[src/rtl/rr_arbiter4.sv]
// Four-way arbiter (round-robin or fixed priority) with bounded hold; grant appears one cycle after request.
// No backpressure: owner keeps grant until done, request drop or MAX_HOLD, then one forced idle cycle.
module rr_arbiter4 #(
    parameter int MAX_HOLD  = 8,
    parameter int FIXED_PRI = 0
) (
    input  logic       clk,
    input  logic       rst,
    input  logic [3:0] req,
    input  logic       done,
    output logic [3:0] gnt,
    output logic [1:0] gnt_id,
    output logic       gnt_valid,
    output logic       timeout
);

    typedef enum logic {IDLE, GRANT} state_t;

    localparam logic [7:0] MAX_HOLD_C = 8'(MAX_HOLD);

    state_t     state;
    logic [7:0] hold_cnt;
    logic [1:0] last_id;
    logic [1:0] winner;
    logic [1:0] idx;
    logic       found;
    logic       at_limit;
    logic       early_rel;
    logic       release_now;

    always_comb begin
        winner = 2'd0;
        idx    = 2'd0;
        found  = 1'b0;
        if (FIXED_PRI != 0) begin
            for (int i = 3; i >= 0; i--) begin
                if (!found && req[i]) begin
                    winner = 2'(i);
                    found  = 1'b1;
                end
            end
        end else begin
            // Offset 4 wraps back to last_id itself, so the previous owner is searched last.
            for (int i = 1; i <= 4; i++) begin
                idx = last_id + 2'(i);
                if (!found && req[idx]) begin
                    winner = idx;
                    found  = 1'b1;
                end
            end
        end
    end

    assign at_limit    = (hold_cnt == MAX_HOLD_C);
    assign early_rel   = done || !req[gnt_id];
    assign release_now = early_rel || at_limit;

    always_ff @(posedge clk) begin
        if (rst) begin
            state     <= IDLE;
            gnt       <= 4'b0000;
            gnt_id    <= 2'd0;
            gnt_valid <= 1'b0;
            timeout   <= 1'b0;
            hold_cnt  <= 8'd0;
            last_id   <= 2'd3;
        end else begin
            case (state)
                IDLE: begin
                    timeout <= 1'b0;
                    if (|req) begin
                        state     <= GRANT;
                        gnt       <= 4'b0001 << winner;
                        gnt_id    <= winner;
                        gnt_valid <= 1'b1;
                        hold_cnt  <= 8'd1;
                        last_id   <= winner;
                    end
                end
                GRANT: begin
                    if (release_now) begin
                        state     <= IDLE;
                        gnt       <= 4'b0000;
                        gnt_valid <= 1'b0;
                        hold_cnt  <= 8'd0;
                        // Only a pure hold-limit expiry counts as a forced release.
                        timeout   <= at_limit && !early_rel;
                    end else begin
                        timeout  <= 1'b0;
                        hold_cnt <= hold_cnt + 8'd1;
                    end
                end
                default: state <= IDLE;
            endcase
        end
    end

endmodule

[config.mk]
export PLATFORM = sky130hd
export DESIGN_NAME = rr_arbiter4
export DESIGN_NICKNAME = d
export VERILOG_FILES = /design/src/rtl/rr_arbiter4.sv
export SDC_FILE = /design/constraint.sdc
export NUM_CORES = 1
export LEC_CHECK = 0
export ABC_AREA = 1
export ABC_CLOCK_PERIOD_IN_PS = 1500
export BUFFER_PORTS_ARGS = -buffer_cell sky130_fd_sc_hd__buf_2
export CORE_ASPECT_RATIO = 1.4
export CORE_MARGIN = 2
export CORE_UTILIZATION = 35
export CTS_BUF_LIST = sky130_fd_sc_hd__clkbuf_8
export CTS_CLUSTER_DIAMETER = 40
export CTS_CLUSTER_SIZE = 14
export DETAILED_ROUTE_END_ITERATION = 8
export SLEW_MARGIN = 20
export SYNTH_ARGS = -nofsm -noshare
export SYNTH_HDL_FRONTEND = slang
export SYNTH_SLANG_ARGS = --single-unit
[constraint.sdc]
create_clock -name clk -period 1.5 [get_ports clk]
set_input_delay 0.075 -clock clk [delete_from_list [all_inputs] [get_ports clk]]
set_output_delay 0.075 -clock clk [all_outputs]
set_load 0.01 [all_outputs]
==> run summary <==
The flow ran to the end, and the final reports show no timing, DRC or antenna violations. The logs give 1.65 ns for the required time at the endpoint of the critical path and 1296 sq um for the area of placed instances. The number of clock buffers added by TritonCTS is 3.

For the internal reg-to-reg setup slack, the log shows 0.03 ns. The synthesized netlist occupies a cell area of 1162 sq um. The worst register-to-register path has a depth of 13.

The run gives 1468 sq um as the final standard cell area without fillers. Yosys attributes the largest share of cell area to dfxtp_1 (33%), nand2_1 (18%), a21oi_1 (7.3%). Kind of start point of the critical path: a flip-flop. The logs give 1.949 mW for the total power and 0 for the number of antenna violations at the first check in global routing. IR analysis of the VDD net gives a maximum drop of 0.0006819 V.

The run gives 0 as the final-report hold violation count. STA classifies the critical path endpoint as a flip-flop. The die boundary height is 72.19 microns. The setup path with the least slack is of type reg2reg.

For the non-filler instance count after layout, the log shows 237. The floorplan has 24 rows. The via-per-instance ratio is 4.916, and the clock-pin slew of the registers on the worst-case setup and hold paths is 0.07 ns.

TritonCTS built the clock tree. The sequential cell area fraction in the yosys report is 32.72%. After floorplanning, the core was sized to cover 3153 sq um.

Clock latency on the worst-skew pair, taken at its later pin, is 0.25 ns. The average footprint of a synthesized cell came out at 6.604 sq um. The cell chosen for the clock root was clkbuf_8. Registers take 390.4 sq um. In this run the worst path has a maximum fanout of 5. Counting the fill cells in the layout gives 352.

For this design the top-level I/O count stands at 15. The placed cell count is 230, and the wire length of the first global-routing pass is 4478 microns. Along the worst hold path, the cell count comes to 4.

Setup repair after global routing could not meet its margin everywhere. The total congestion overflow is 0, and the number of routed nets with antenna violations is 0. The tools report the number of instances in the synthesized netlist as 176. The detailed router finished its first iteration with 30 violations. The maximum number of pins on one net before global-route repair came out at 16. For the global placement routability congestion, the log shows 0.7942. Timing would allow up to 0.6794 GHz. The clock arrives with 0.004407 ns of skew. The number of enable flip-flop cells after synthesis is 0. The fraction of final layout cells sized beyond drive strength 1 was 32.83%; the total detailed-routing wirelength was 2772 microns. Worst flop-to-flop path startpoint: last_id[0].

The max-capacitance violation count is 0. The H-tree depth is 1, and the max-slew violation count is 0. The tools report the signal arrival time at the worst endpoint as 1.62 ns.

The average wire per cell in the routed design is 11.70 microns, and the total via count in the routed design is 1,165. The count of buffers inserted at the top-level ports is 14. The slew at the pin closest to its max-slew limit was 0.2757 ns.

The first detailed-routing pass ran for 4 iterations. The half-perimeter wire length after detailed placement was 2058 microns; the worst hold slack was 0.08075 ns. The total DRC errors in the routed layout was 0; the power per standard cell area was 1328 nW/um^2.

The number of antenna diodes in the final layout is 0. The worst pin sits at a relative slew slack of 81.62%. The quantity of hold-fixing buffers added after cts is 0, and the accumulated negative setup slack is 0 ns. Hold path startpoint: done. For this design, the sink count on the clock tree is 19.

Setup slack on the critical path of the routed design comes to 0.02802 ns. The die outline width is 52.71 microns. Summing all multi-input logic gate instances after layout gives 750.7 sq um.

The worst min-delay path class was in2reg. The final count of negative-setup-slack endpoints was 0; the area of the die was 3805 sq um. The logs give 15.63% for the total routing usage reported by global routing and 26 for the count of unique library cells instantiated by Yosys. Worst flop-to-flop path endpoint: gnt_id[0]. The initial utilization of the core area, before any placement, comes to 36.87%. The count of synthesis-stage warnings from yosys is 0, and the final critical path time including I/O delays and setup is 1.472 ns.

The tools report the critical path launch point as last_id[0]. After the last flow step, the layout net total stands at 208. For hold timing, the worst endpoint is timeout. The flip-flop and latch count after synthesis is 19. Flip-flop cell with the highest count after synthesis: dfxtp_1. When the netlist entered floorplanning its net count stood at 185. The top cell type by total area after synthesis is dfxtp_1.

Counting flops with an async set or reset pin after synthesis yields a share of 0%. For this design the static power due to leakage is 0.6808 nW. The worst slack at placement was 0.008907 ns; the final critical-path share of the clock period was 98.13%. The via count of the first global-routing pass was 1,068; the area growth from synthesis to final layout was 26.26%.

The clock passes through at most 2 buffers. In this run the biggest area consumer among cell types represents 32.72% of the synthesized area. Final core utilization: 46.55%.
state kept, by name, summed over array words and instances (netlist names):
signal and count:
gnt_id 2, gnt_valid 1, last_id 2, timeout 1
hold_cnt 8, state 1, gnt 4
cell families (layout without fill, tap and decap cells):
kind of cell,count (synthesis),in the layout,synth area share (%)
and+or+nand+nor,102,102,41.66
buffers and inverters,24,46,8.827
AOI/OAI and AO/OA,26,26,12.38
DFF,19,19,32.72
xor gates and xnor gates,3,3,2.261
adders and majority gates,2,2,2.153
placed cells by master, fill, tap and decap left out, types with 2 or more instances in the layout:
| master | count |
|---|---|
| inv_1 | 18 |
| buf_4 | 4 |
| xor2_1 | 3 |
| nor2_2 | 3 |
| inv_4 | 2 |
| a21oi_1 | 16 |
| o211ai_1 | 3 |
| dfxtp_2 | 2 |
| nor2_1 | 5 |
| nand2_1 | 45 |
| nor3_1 | 2 |
| nand3_1 | 8 |
| nand3_2 | 2 |
| nand2_2 | 19 |
| nand2_4 | 7 |
| clkbuf_8 | 3 |
| nand4_1 | 7 |
| buf_2 | 14 |
| o21ai_0 | 3 |
| ha_1 | 2 |
| inv_2 | 3 |
| dfxtp_4 | 2 |
| dfxtp_1 | 15 |
power breakdown:
group / total, mW / internal [mW] / switching, mW
Clock: 0.341 / 0.182 / 0.159
Combinational: 0.949 / 0.379 / 0.570
Sequential: 0.659 / 0.582 / 0.0773
Total: 1.95 / 1.14 / 0.807
repair_timing:
action | 4_1_cts | 5_1_grt
pin swaps | 0 | 15
buffers inserted | 0 | 2
gates cloned | 0 | 1
resized for setup | 1 | 30
setup endpoints to repair | 1 | 16
worst max-delay path by stage:
stage / to / slack, ns / cells after the start
6_report: gnt_id[0] / 0.03 / 13
5_1_grt: gnt_id[0] / -0.11 / 13
4_1_cts: gnt_id[0] / 0.01 / 13
3_5_place_dp: gnt_id[0] / 0.009 / 13
3_3_place_gp: gnt_id[0] / 0.02 / 13
2_1_floorplan: gnt_id[0] / 0.16 / 13
routing by layer:
layer / track usage (%) / up-vias / part of all wire (%)
met3: 1.440 / 2 / 3.0
met4: 7.692 / 0 / 0.90
li1: - / 615 / -
met2: 28.33 / 21 / 55
met1: 17.63 / 527 / 41
met5: 0 / - / 0
cell type report:
cell class | instances | area share (%)
multi-input combinational | 133 | 51.15
tap | 39 | 3.325
sequential | 19 | 26.60
clock inverter | 1 | 0.2558
clock buffer | 3 | 2.813
inverter | 22 | 5.968
timing repair buffer | 20 | 9.889
Yosys cell counts, types with 2 or more instances:
cell type / number
a21oi_1: 17
ha_1: 2
nor3_1: 2
o211ai_1: 3
nand2_2: 13
xor2_1: 3
nor2_2: 2
dfxtp_1: 19
nand3_1: 9
nor2_1: 6
o21ai_0: 3
inv_2: 3
inv_1: 19
nand2_1: 57
nand4_1: 7
critical path, cell delays in order (launching register included):
cell and delay (ns):
dfxtp_4 0.37, buf_12 0.14, nand2_4 0.07, nand2_4 0.06, nand2_4 0.09, nand2_4 0.06
o21bai_1 0.13, nand2_1 0.09, nand2_2 0.09, nand2_2 0.07, nand2_2 0.06, nand2_1 0.05
nand2_1 0.05, inv_1 0.03
Power figures use the tool's default switching activity.
